File: config.mk
export PLATFORM = sky130hd
export DESIGN_NAME = if_stage
export DESIGN_NICKNAME = d
export VERILOG_FILES = /design/src/rtl/riscv_pkg.sv /design/src/rtl/if_stage.sv
export SDC_FILE = /design/constraint.sdc
export NUM_CORES = 1
export LEC_CHECK = 0
export ABC_AREA = 1
export BUFFER_PORTS_ARGS = -buffer_cell sky130_fd_sc_hd__buf_2
export CORE_AREA = 3 3 143 145
export CTS_CLUSTER_DIAMETER = 120
export CTS_CLUSTER_SIZE = 25
export DETAILED_ROUTE_END_ITERATION = 12
export DIE_AREA = 0 0 146 148
export PLACE_DENSITY = 0.74
export SLEW_MARGIN = 10
export SYNTH_ARGS = -nofsm -noshare
export SYNTH_HDL_FRONTEND = slang
export SYNTH_SLANG_ARGS = --single-unit
File: constraint.sdc
create_clock -name CLK -period 4.8 [get_ports CLK]
set_clock_uncertainty 0.2 [all_clocks]
set_input_delay 0.72 -clock CLK [delete_from_list [all_inputs] [get_ports CLK]]
set_output_delay 0.72 -clock CLK [all_outputs]
set_load 0.05 [all_outputs]
File: src/rtl/riscv_pkg.sv
// rtl/riscv_pkg.sv - shared RISC-V core types and constants
package riscv_pkg;

  localparam logic [31:0] NOP = 32'h0000_0013;

  typedef enum logic [1:0] {
    S_IDLE,
    S_REQ,
    S_HELD,
    S_DROP
  } if_state_t;

  // Opcodes shared with the CONTROL decoder (IFID_INSTRUCTION[6:0])
  localparam logic [6:0] OP_LUI    = 7'b0110111;
  localparam logic [6:0] OP_AUIPC  = 7'b0010111;
  localparam logic [6:0] OP_JAL    = 7'b1101111;
  localparam logic [6:0] OP_JALR   = 7'b1100111;
  localparam logic [6:0] OP_BRANCH = 7'b1100011;
  localparam logic [6:0] OP_LOAD   = 7'b0000011;
  localparam logic [6:0] OP_STORE  = 7'b0100011;
  localparam logic [6:0] OP_IMM    = 7'b0010011;
  localparam logic [6:0] OP_REG    = 7'b0110011;

endpackage

File: src/rtl/if_stage.sv
// rtl/if_stage.sv - instruction fetch stage with skid buffer and redirect handling
module if_stage
  import riscv_pkg::*;
#(
  parameter int                TAM_PC   = 32,
  parameter int                TAM_INS  = 32,
  parameter logic [TAM_PC-1:0] RESET_PC = '0
) (
  input  logic               CLK,
  input  logic               RST_N,
  output logic               IMEM_REQ,
  output logic [TAM_PC-1:0]  IMEM_ADDR,
  input  logic               IMEM_ACK,
  input  logic [TAM_INS-1:0] IMEM_DATA,
  input  logic               STALL,
  input  logic               REDIRECT,
  input  logic [TAM_PC-1:0]  REDIRECT_PC,
  output logic               IFID_VALID,
  output logic [TAM_PC-1:0]  IFID_PC,
  output logic [TAM_INS-1:0] IFID_INSTRUCTION
);

  localparam logic [TAM_PC-1:0] ALIGN_MASK = ~TAM_PC'(3);

  if_state_t          state;
  logic [TAM_PC-1:0]  pc;
  logic [TAM_PC-1:0]  req_addr;
  logic [TAM_PC-1:0]  skid_pc;
  logic [TAM_INS-1:0] skid_instr;
  logic [TAM_PC-1:0]  redirect_target;
  logic [TAM_PC-1:0]  pc_inc;

  assign redirect_target = REDIRECT_PC & ALIGN_MASK;
  assign pc_inc          = pc + TAM_PC'(4);

  // S_DROP keeps presenting the abandoned address until memory answers it
  assign IMEM_REQ  = (state == S_REQ) || (state == S_DROP);
  assign IMEM_ADDR = (state == S_DROP) ? req_addr : pc;

  always_ff @(posedge CLK or negedge RST_N) begin
    if (!RST_N) begin
      state            <= S_IDLE;
      pc               <= RESET_PC & ALIGN_MASK;
      req_addr         <= '0;
      skid_pc          <= '0;
      skid_instr       <= '0;
      IFID_VALID       <= 1'b0;
      IFID_PC          <= '0;
      IFID_INSTRUCTION <= TAM_INS'(NOP);
    end else begin
      case (state)
        S_IDLE: begin
          state <= S_REQ;
          if (REDIRECT) begin
            IFID_VALID       <= 1'b0;
            IFID_PC          <= '0;
            IFID_INSTRUCTION <= TAM_INS'(NOP);
            pc               <= redirect_target;
          end else if (!STALL) begin
            IFID_VALID <= 1'b0;
          end
        end

        S_REQ: begin
          req_addr <= pc;
          if (REDIRECT) begin
            IFID_VALID       <= 1'b0;
            IFID_PC          <= '0;
            IFID_INSTRUCTION <= TAM_INS'(NOP);
            pc               <= redirect_target;
            if (!IMEM_ACK) state <= S_DROP;
          end else if (IMEM_ACK && (!STALL || !IFID_VALID)) begin
            IFID_VALID       <= 1'b1;
            IFID_PC          <= pc;
            IFID_INSTRUCTION <= IMEM_DATA;
            pc               <= pc_inc;
          end else if (IMEM_ACK) begin
            skid_pc    <= pc;
            skid_instr <= IMEM_DATA;
            pc         <= pc_inc;
            state      <= S_HELD;
          end else if (!STALL) begin
            IFID_VALID <= 1'b0;
          end
        end

        S_HELD: begin
          if (REDIRECT) begin
            IFID_VALID       <= 1'b0;
            IFID_PC          <= '0;
            IFID_INSTRUCTION <= TAM_INS'(NOP);
            skid_pc          <= '0;
            skid_instr       <= '0;
            pc               <= redirect_target;
            state            <= S_REQ;
          end else if (!STALL) begin
            IFID_VALID       <= 1'b1;
            IFID_PC          <= skid_pc;
            IFID_INSTRUCTION <= skid_instr;
            state            <= S_REQ;
          end
        end

        S_DROP: begin
          if (IMEM_ACK) state <= S_REQ;
          if (REDIRECT) begin
            IFID_VALID       <= 1'b0;
            IFID_PC          <= '0;
            IFID_INSTRUCTION <= TAM_INS'(NOP);
            pc               <= redirect_target;
          end else if (!STALL) begin
            IFID_VALID <= 1'b0;
          end
        end

        default: state <= S_IDLE;
      endcase
    end
  end

endmodule

# Word-level counts from Yosys, hierarchy flattened
# Index checks and enable logic that the tools add are counted.
# classes
n_reduce_logical,14
n_eq_ne,17
add_sub_neg,1
muxes,42
# op_table
op,count
32-bit 2-to-1 mux,21
32-bit case mux with 2 select lines,3
32-bit case mux with 3 select lines,2
32-bit by 3-bit adder with 32-bit output (second input constant),1
2-bit 2-to-1 mux,7
3-bit != test (second input constant),4
2-bit != test (second input constant),5
5-bit AND reduction,2
4-bit by 3-bit != test with 1-bit output (second input constant),2
2-bit case mux with 4 select lines,1
1-bit 2-to-1 mux,7
2-bit equality test (second input constant),2
2-bit by 1-bit != test with 1-bit output (second input constant),2
2-bit AND reduction,2
3-bit by 2-bit != test with 1-bit output (second input constant),1
1-bit case mux with 3 select lines,1
3-bit AND reduction,1
3-bit OR reduction,1
2-bit by 1-bit equality test with 1-bit output (second input constant),1
1-bit zero test,2
2-bit zero test,1
1-bit logical OR,2
2-bit nonzero test,1
2-bit OR reduction,1
1-bit logical AND,1
# word_totals
wordCells,82
in_bits,69
reg_bits,195

# Depth between registers and ports, before layout
# Gate-level depths: netlist (run 1).
# logic_depth
word_depth,6
depth_mapped,11

# Least setup slack after synthesis (run 1)
# No wires, ideal clock.
# synth_path
path_type,reg-to-output
startpoint,register state[0]
endpoint,output IMEM_ADDR[29]
setup_slack_ps,1742
path_buffers,2
arrival_ps,2138
required_time_ps,3880
stages_incl_launch_ff,5
path_cell_list,dfrtp_1 > ha_1 > clkbuf_1 > clkbuf_1 > o21ai_0
# synth_between
elab_chain_cells,2
# synth_lines
element,line,rtl
start: declaration,if_stage.sv:25,if_state_t state;
start signal: assignment,if_stage.sv:42,state <= S_IDLE;
start signal: assignment,if_stage.sv:53,state <= S_REQ;
start signal: assignment,if_stage.sv:71,if (!IMEM_ACK) state <= S_DROP;
2-bit equality test,if_stage.sv:38,assign IMEM_ADDR = (state == S_DROP) ? req_addr : pc;
32-bit 2-to-1 mux,if_stage.sv:38,
end: declaration,if_stage.sv:12,"output logic [TAM_PC-1:0] IMEM_ADDR,"
# Every way passes these cells.

# Final worst setup path (run 1)
# layout_path
startpoint,register state[1]
endpoint,output IMEM_REQ
# layout_between
elab_chain_cells,2
# layout_lines
element,line,rtl
2-bit by 1-bit equality test with 1-bit output / 2-bit equality test (equally long branches),if_stage.sv:37,assign IMEM_REQ = (state == S_REQ) || (state == S_DROP);
1-bit logical OR (*),if_stage.sv:37,
end: declaration,if_stage.sv:11,"output logic IMEM_REQ,"
# Mark *: on every way between the ends. The rest lies on a longest branch, timed or not.

==> results of run 1 <==
placed cells by master (no fill, tap or decap), types with 2 or more instances in the layout:
cell type / synthesis / layout
a21oi_1: 17 / 17
a21oi_4: 1 / 2
a22oi_1: 52 / 52
a31oi_1: 3 / 3
buf_2: 28 / 161
buf_4: 11 / 11
clkbuf_16: 0 / 17
clkinvlp_4: 0 / 5
conb_1: 1 / 2
dfrtp_1: 186 / 186
dfstp_2: 3 / 3
ha_1: 5 / 5
inv_1: 47 / 47
inv_2: 6 / 6
inv_6: 0 / 3
inv_8: 0 / 4
nand2_1: 360 / 360
nand2_2: 2 / 2
nand2_4: 2 / 2
nand3_1: 97 / 97
nand4_1: 2 / 2
nor2_1: 107 / 107
nor2_4: 3 / 3
o21ai_0: 164 / 164
o21ai_1: 46 / 46
o22ai_1: 4 / 4
xnor2_1: 2 / 2
layer usage:
layer / wire [µm] / vias up / share of wire (%) / GRT usage, %
met1: 11620 / 3970 / 46 / 34.55
met5: 0 / - / 0 / 0
met4: 443 / 0 / 1.7 / 6.444
li1: - / 4197 / - / -
met3: 1848 / 31 / 7.2 / 3.771
met2: 11590 / 317 / 45 / 37.22
layout make-up:
type	count	area [µm²]	area share, %
clock inverter	15	152.6	1.409
multi-input combinational	875	4060	37.49
inverter	54	205.2	1.895
timing repair buffer	174	922.1	8.514
clock buffer	17	425.4	3.928
tap	265	331.6	3.061
sequential	189	4733	43.70
cell usage after synthesis:
cell type,n,share of area (%)
nand2_1,360,14
dfrtp_1,186,49
o21ai_0,164,8.7
nor2_1,107,4.3
nand3_1,97,5.2
a22oi_1,52,4.2
inv_1,47,1.9
o21ai_1,46,2.4
clkbuf_1,30,1.2
buf_2,28,1.5
a21oi_1,17,0.90
buf_4,11,0.88
buf_1,6,0.24
buf_6,6,0.72
inv_2,6,0.24
ha_1,5,0.67
o22ai_1,4,0.27
a31oi_1,3,0.20
dfstp_2,3,0.84
nor2_4,3,0.36
a21oi_2,2,0.19
nand2_2,2,0.13
nand2_4,2,0.24
nand4_1,2,0.13
xnor2_1,2,0.19
a21oi_4,1,0.17
conb_1,1,0.040
inv_4,1,0.067
o211ai_1,1,0.080
o21ai_2,1,0.093
o32ai_1,1,0.093
xor2_1,1,0.093
worst max-delay path, stage by stage, from the launching register on:
cell and delay, ps:
dfrtp_1 410, inv_1 90, ha_1 360, buf_4 290
inv_2 50, buf_4 280, nand2_1 120, buf_2 270
registers in the layout, summed over array words and instances, names as in the netlist:
name	flops
skid_instr	32
IFID_PC	31
state	2
IFID_VALID	1
skid_pc	31
IFID_INSTRUCTION	32
pc	30
req_addr	30
path summary, 6_finish.rpt:
kind,startpoint,endpoint
min in group CLK,IFID_INSTRUCTION[4]$_DFFE_PN1P_,IFID_INSTRUCTION[4]$_DFFE_PN1P_
setup reg to reg,state[0]$_DFFE_PN0P_,skid_pc[21]$_DFFE_PN0P_
hold / removal,RST_N,IFID_INSTRUCTION[28]$_DFFE_PN0P_
max in group asynchronous,RST_N,req_addr[22]$_DFFE_PN0P_
hold reg to reg,IFID_INSTRUCTION[4]$_DFFE_PN1P_,IFID_INSTRUCTION[4]$_DFFE_PN1P_
setup / recovery,state[1]$_DFFE_PN0P_,IMEM_REQ
power by group:
part           internal (µW)  switching (µW)
Clock                    734             658
Sequential              2350             573
Combinational           1100            3620
Total                   4180            4860
metrics by stage:
step	hold WS, ps	utilization (%)	instances
final	267.5	56.02	1589
after global routing	297.9	56.02	1589
after CTS	276.8	56.02	1589
after detailed placement	264.7	53.03	1557
after global placement	255.1	53.03	1557
after floorplan	224.4	-	1199
cell families after synthesis:
family	share of synthesized area, %
XOR/XNOR	0.2794
other	0.03987
adder cells (fa/ha/maj)	0.6652
AND/OR/NAND/NOR	24.66
flip-flops	50.33
AO/OA/AOI/OAI	17.32
buffers and inverters	6.705
==> impl_metrics.ini, run 1 <==
[worst_setup_path]
path_class = reg -> out
reg2reg_slack_ps = 1800
end_kind = output pin
arrival_ps = 2320
worstPathRequired_ps = 3880
cp_max_fo = 49
r2r_cells = 9
startpoint_type = flop

[sta]
setup_tns_ps = 0
period_minus_slack_ps = 3244
setup_ws_ps = 1556
timing.final.crit_share_pct = 67.58
finalSetupViolCount = 0
tightest_slew_ps = 1121
hold_violations = 0
max_freq_ghz = 0.3083
max-slew-margin-rel_pct = 25.18
grt_setup_unrepaired = no
finalMaxSlewViolations = 0

[grt]
grt_pass1_wl_um = 41860
grt_pass1_vias = 7985
grt_overflow = 0
grt_start_max_net_pins = 129
antenna_found_initial = 0
gr-usage-all-layers_pct = 23.71

[pwr]
ir_drop_v = 0.0005975
cellLeakagePower_uw = 0.005285
p_total_uw = 9037
pwr_density_cell_nw_per_um2 = 834.4

[cts]
clock_path_buffers = 2
clk_latency_ps = 430
clk_pin_slew_ps = 70
cts.sinks = 189
cts_tree = yes
htreeDepth = 4
cts_root_buffer = clkbuf_16
cts_hold_repair.buffers = 0
post_cts_resized = 0
cts_setup_buffers = 0
numCtsBuffers = 17

[layout]
areaGrowthSynthToFinish_pct = 15.15
nFillCells = 1869
stdcell_area_um2 = 10830
drive_above_1_share_pct = 17.15
antenna_cells = 0
num-nets-final = 1385

[status]
outcome = finished, final reports clean

[routing]
ant_nets = 0
first_pass_iters = 6
viasPerCell = 5.359
drt_wl_total_um = 25500
drc = 0
drt-initial-drc-count = 703
vias = 8515
wl_per_cell_um = 16.05

[placed_design]
dp_hpwl_um = 16750
port_buffers = 162
gp_congestion = 0.8781
pre_cts_ws_ps = 1759
dpl-instance-area_um2 = 10250

[floorplanning]
rows = 51
num_io_pins = 167
die-height_um = 148
dieWidth_um = 146
start_util_pct = 48.64
fp.dieArea_um2 = 21610
coreArea_um2 = 19330

[yosys]
ys_types = 32
synth_area_um2 = 9405
synth-seq-cells = 189
syn_avg_cell_area_um2 = 7.851
ys_seq_area_share_pct = 50.33
syn_inst = 1198
yosysWarnings = 0

[run]
max_cap_violations = 0

[min_path]
hold_path_class = in -> async
No activity file was read; power rests on OpenSTA's default activity.
==> inputs of run 2 (changes only) <==
--- a/config.mk
+++ b/config.mk
@@ -5,13 +5,13 @@
 export SDC_FILE = /design/constraint.sdc
 export NUM_CORES = 1
 export LEC_CHECK = 0
-export ABC_AREA = 1
+export ABC_AREA = 0
 export BUFFER_PORTS_ARGS = -buffer_cell sky130_fd_sc_hd__buf_2
-export CORE_AREA = 3 3 143 145
+export CORE_AREA = 3 3 141 143
 export CTS_CLUSTER_DIAMETER = 120
 export CTS_CLUSTER_SIZE = 25
 export DETAILED_ROUTE_END_ITERATION = 12
-export DIE_AREA = 0 0 146 148
+export DIE_AREA = 0 0 144 146
 export PLACE_DENSITY = 0.74
 export SLEW_MARGIN = 10
 export SYNTH_ARGS = -nofsm -noshare
==> constraint.sdc (replaced) <==
create_clock -name CLK -period 3.2 [get_ports CLK]
set_clock_uncertainty 0.2 [all_clocks]
set_input_delay 0.48 -clock CLK [delete_from_list [all_inputs] [get_ports CLK]]
set_output_delay 0.48 -clock CLK [all_outputs]
set_load 0.05 [all_outputs]
==> run 2 against run 1 <==
Net effect: cell area hardly changed; critical path depth down 2; synthesized cell count shrank 29%; die area decreased by 2.7%; global-route usage down 2.3 points; non-clock buffer count increased by 10; clock-buffer cell count is the same; critical path type unchanged.
==> impl_metrics.ini, run 2 <==
[status]
outcome = finished, final reports clean

[floorplanning]
start_util_pct = 49.12
rows = 50
dieWidth_um = 144
fp.dieArea_um2 = 21020
coreArea_um2 = 18710
num_io_pins = 167
die-height_um = 146

[cts]
htreeDepth = 4
clock_path_buffers = 2
clk_pin_slew_ps = 70
cts_hold_repair.buffers = 1
clk_latency_ps = 430
numCtsBuffers = 17
post_cts_resized = 0
cts.sinks = 189
cts_setup_buffers = 0
cts_tree = yes
cts_root_buffer = clkbuf_16

[worst_setup_path]
path_class = reg -> out
crit_slowest_cell = buf_4
r2r_cells = 5
worstPathRequired_ps = 2520
end_kind = output pin
arrival_ps = 2190
path_cells = inv_1 -> ha_1 -> buf_4 -> or2_2 -> buf_2
startpoint_type = flop
cp_max_fo = 31
reg2reg_slack_ps = 580
path_depth = 5
cpPeakStageDelay_ps = 460
path_buf_inv = 3
cp_top_family = buffers and inverters

[yosys]
synth_top_cell_by_area = dfrtp_1
yosysWarnings = 0
synth.area.top_cells = dfrtp_1 51%, mux2_2 14%, a22o_1 5.6%
synth-edff-count = 0
synth_top_cell_area_share_pct = 50.65
yosys-top-cells-count = 186 x dfrtp_1, 116 x mux2_2, 99 x nand2_1, 70 x o21ai_0, 59 x a22o_1
synth_area_um2 = 9189
synth-seq-cells = 189
syn_inst = 850
synth.most_common_cell = dfrtp_1
ys_seq_area_share_pct = 51.51
synthArstFlopShare_pct = 100.0
syn_avg_cell_area_um2 = 10.81
ys.flop_type = dfrtp_1
ys_types = 56

[sta]
period_minus_slack_ps = 2873
hold_violations = 0
setup_ws_ps = 327.3
setup_tns_ps = 0
timing.final.crit_share_pct = 89.77
max-slew-margin-rel_pct = 65.04
max_freq_ghz = 0.3481
finalSetupViolCount = 0
finalMaxSlewViolations = 0
tightest_slew_ps = 523.4
grt_setup_unrepaired = no

[layout]
num-nets-final = 1057
areaGrowthSynthToFinish_pct = 17.91
final_cell_mix = 186 x dfrtp_1, 161 x buf_2, 116 x mux2_2, 99 x nand2_1, 70 x o21ai_0
final_common_cell = dfrtp_1
stdcell_area_um2 = 10830
drive_above_1_share_pct = 34.84
antenna_cells = 0
reg_top3 = IFID_INSTRUCTION x32, skid_instr x32
layout.cells.non_filler = 1230

[grt]
gr-usage-all-layers_pct = 21.43
grt_start_max_net_pins = 61
grt_overflow = 0
grt_pass1_vias = 6876
antenna_found_initial = 0
grt_pass1_wl_um = 36340

[placed_design]
port_buffers = 162
gp_congestion = 0.8595
dp_hpwl_um = 15000
dpl-instance-area_um2 = 10220
placed_cells = 1197
pre_cts_ws_ps = 662.8

[routing]
wl_per_cell_um = 18.12
drt_wl_total_um = 22290
drc = 0
drt-initial-drc-count = 510
ant_nets = 0
viasPerCell = 5.724
first_pass_iters = 5
vias = 7040

[min_path]
holdPathStages = 2
hold_path_class = in -> reg

[pwr]
ir_drop_v = 0.0006456
p_total_uw = 10970
cellLeakagePower_uw = 0.005160
pwr_density_cell_nw_per_um2 = 1012

[run]
max_cap_violations = 0
[run 2: changes by cell type after synthesis, moves of 59 or more]
cell,before,now
nand3_1,97,12
mux2_2,0,116
nor2_1,107,23
nand2_1,360,99
o21ai_0,164,70
a22o_1,0,59
[run 2: worst register-to-register path, delay by kind of cell, from the launching register on]
family	cells	cell delay [ps]
compound gates	1	170
simple gates	3	1420
flops	1	530
fa+ha+maj	1	230
[run 2: final cells by class]
type,count,area [µm²]
clock buffers,17,425.4
clock inverters,15,178.9
fillers,1592,7871
inverters,13,48.80
multi-input cells,578,4130
flip-flops and latches,189,4733
well taps,234,292.8
repair buffers,184,1025
[run 2: layer usage]
metal	up-vias	routed length, µm	global-route usage, %
met5	-	0	0
met3	26	1514	4.009
met2	239	10370	33.31
li1	3326	-	-
met1	3449	10100	30.74
met4	0	301	6.073
[run 2: cell families after synthesis]
kind of cell    Yosys count  synth area share (%)
compound gates          199                 14.98
xor+xnor                  5                0.4767
simple gates            249                 14.08
fa+ha+maj                 5                0.6808
buf+inv                  84                 3.799
other cells               1               0.04081
mux                     118                 14.43
flops                   189                 51.51
[run 2: worst paths after layout]
check                                         from                         end
max                           state[1]$_DFFE_PN0P_                    IMEM_REQ
min                                REDIRECT_PC[10]          pc[10]$_DFFE_PN0P_
max reg2reg                      pc[2]$_DFFE_PN0P_          pc[28]$_DFFE_PN0P_
min reg2reg                skid_pc[13]$_DFFE_PN0P_     skid_pc[13]$_DFFE_PN0P_
max in group asynchronous                    RST_N          pc[13]$_DFFE_PN0P_
min in group asynchronous                    RST_N  skid_instr[24]$_DFFE_PN0P_
[run 2: where the power goes]
part           internal, µW  total, µW  switching (µW)
sequential             3280       3810             535
clock                  1180       2180             993
combinational          1690       4980            3290
[run 2: per-stage QoR]
step	hold slack, ps	util, %
2_1_floorplan	-15.59	-
3_3_place_gp	260.2	54.64
3_5_place_dp	267.7	54.64
4_1_cts	49.63	57.92
5_1_grt	59.22	57.92
6_report	64.10	57.92
==> inputs of run 3 (changes only) <==
--- a/config.mk
+++ b/config.mk
@@ -6,13 +6,13 @@
 export NUM_CORES = 1
 export LEC_CHECK = 0
 export ABC_AREA = 0
-export BUFFER_PORTS_ARGS = -buffer_cell sky130_fd_sc_hd__buf_2
 export CORE_AREA = 3 3 141 143
 export CTS_CLUSTER_DIAMETER = 120
 export CTS_CLUSTER_SIZE = 25
 export DETAILED_ROUTE_END_ITERATION = 12
 export DIE_AREA = 0 0 144 146
-export PLACE_DENSITY = 0.74
+export DONT_BUFFER_PORTS = 1
+export PLACE_DENSITY = 0.67
 export SLEW_MARGIN = 10
 export SYNTH_ARGS = -nofsm -noshare
 export SYNTH_HDL_FRONTEND = slang
==> constraint.sdc (replaced) <==
create_clock -name CLK -period 3.1 [get_ports CLK]
set_clock_uncertainty 0.2 [all_clocks]
set_input_delay 0.465 -clock CLK [delete_from_list [all_inputs] [get_ports CLK]]
set_output_delay 0.465 -clock CLK [all_outputs]
set_load 0.05 [all_outputs]
==> run 3 against run 2 <==
Net effect: the flow now finishes with violations (hold timing); die area unchanged; final cell count down 9.1%; clock-buffer cell count increased by 3; highest routed layer unchanged; utilization shrank 2.0 points; sequential share of layout area up 1.5 points; total power shrank 1.1%; register-to-register slack worse by 390 ps.
==> impl_metrics.ini, run 3 (same netlist as run 2, synthesis figures left out) <==
[status]
outcome = finished, violations left
violations = hold timing

[worst_setup_path]
cp_max_fo = 10
worstPathRequired_ps = 3270
arrival_ps = 3080
end_kind = flop
path_class = reg -> reg
startpoint_type = flop

[cts]
numCtsBuffers = 17
post_cts_resized = 0
htreeDepth = 4
cts_tree = yes
cts_setup_buffers = 0
clk_latency_ps = 420
cts_hold_repair.buffers = 51
clock_path_buffers = 2
cts.sinks = 189
clk_pin_slew_ps = 70
cts_root_buffer = clkbuf_16

[routing]
viasPerCell = 6.049
drc = 0
first_pass_iters = 5
ant_nets = 0
drt-initial-drc-count = 475
vias = 6763
drt_wl_total_um = 22710
wl_per_cell_um = 20.31

[floorplanning]
rows = 50
num_io_pins = 167
fp.dieArea_um2 = 21020
dieWidth_um = 144
die-height_um = 146
start_util_pct = 49.12
coreArea_um2 = 18710

[placed_design]
gp_congestion = 0.8578
placed_cells = 1034
port_buffers = 0
dpl-instance-area_um2 = 9380
dp_hpwl_um = 14780

[pwr]
ir_drop_v = 0.0006029
cellLeakagePower_uw = 0.004637
pwr_density_cell_nw_per_um2 = 1036
p_total_uw = 10850

[layout]
drive_above_1_share_pct = 20.59
num-nets-final = 945
reg_top3 = IFID_INSTRUCTION x32, skid_instr x32
nFillCells = 1581
areaGrowthSynthToFinish_pct = 13.92
antenna_cells = 0
final_cell_mix = 186 x dfrtp_1, 116 x mux2_2, 99 x nand2_1, 64 x o21ai_0, 59 x a22o_1
stdcell_area_um2 = 10470
final_common_cell = dfrtp_1
layout.cells.non_filler = 1118

[grt]
antenna_found_initial = 0
grt_use_met1_pct = 29.10
use_met3_pct = 6.112
grt_pass1_wl_um = 36360
gr-max-usage-layer = met2
gr-usage-all-layers_pct = 21.67
use_met2_pct = 34.43
grt_pass1_vias = 6715
grt_start_max_net_pins = 190
grt_overflow = 0

[sta]
finalMaxSlewViolations = 0
hold_violations = 189
hold-worst-slack_ps = -458.2
grt_setup_unrepaired = no
setup_tns_ps = 0
period_minus_slack_ps = 2913
max_freq_ghz = 0.3433
finalSetupViolCount = 0
timing.final.crit_share_pct = 93.96
tightest_slew_ps = 943.8
max-slew-margin-rel_pct = 36.87

[min_path]
hold_path_class = in -> async

[run]
max_cap_violations = 0
run 3: critical path: stages, from the launching register on:
cell,delay [ps]
dfrtp_1,420
inv_1,110
ha_1,340
nor2b_1,550
nor3_1,230
and4_1,260
o31ai_1,170
dlygate4sd3_1,570
run 3: area by class of cell:
cell class	count	area, µm²	share of cell area, %
Multi-Input combinational cell	578	4130	39.46
Tap cell	234	292.8	2.797
Inverter	13	48.80	0.4662
Sequential cell	189	4733	45.22
Clock inverter	12	120.1	1.148
Clock buffer	20	446.7	4.267
Timing Repair Buffer	72	695.7	6.646
run 3: stage by stage:
step,util [%],setup slack (ps)
6_report,55.96,187.1
4_1_cts,55.91,237.5
3_5_place_dp,50.15,458.2
3_3_place_gp,50.15,546.1
5_1_grt,55.96,57.13
2_1_floorplan,-,318.0
run 3: report_power, final:
part	switching (µW)	total [µW]	leakage, µW	internal (µW)
sequential	1710	5080	0.00237	3370
clock	926	2130	0.000283	1200
combinational	2150	3640	0.00198	1490
run 3: path summary, 6_finish.rpt:
| check | startpoint | end | slack [ps] | cells after the start |
|---|---|---|---|---|
| max | state[1]$_DFFE_PN0P_ | pc[17]$_DFFE_PN0P_ | 190 | 7 |
| min | RST_N | skid_instr[28]$_DFFE_PN0P_ | -460 | 0 |
| max reg2reg | state[1]$_DFFE_PN0P_ | pc[17]$_DFFE_PN0P_ | 190 | 7 |
| min reg2reg | skid_pc[19]$_DFFE_PN0P_ | skid_pc[19]$_DFFE_PN0P_ | 280 | 2 |
| max in group asynchronous | RST_N | skid_pc[12]$_DFFE_PN0P_ | 2750 | 0 |
| min in group CLK | IMEM_DATA[23] | skid_instr[23]$_DFFE_PN0P_ | 20 | 2 |
run 3: per-layer routing:
metal / up-vias / share of wire [%] / routed length (µm)
met2: 245 / 48 / 10830
met1: 3383 / 43 / 9828
li1: 3112 / - / -
met4: 0 / 1.4 / 308
met5: - / 0 / 0
met3: 23 / 7.7 / 1742
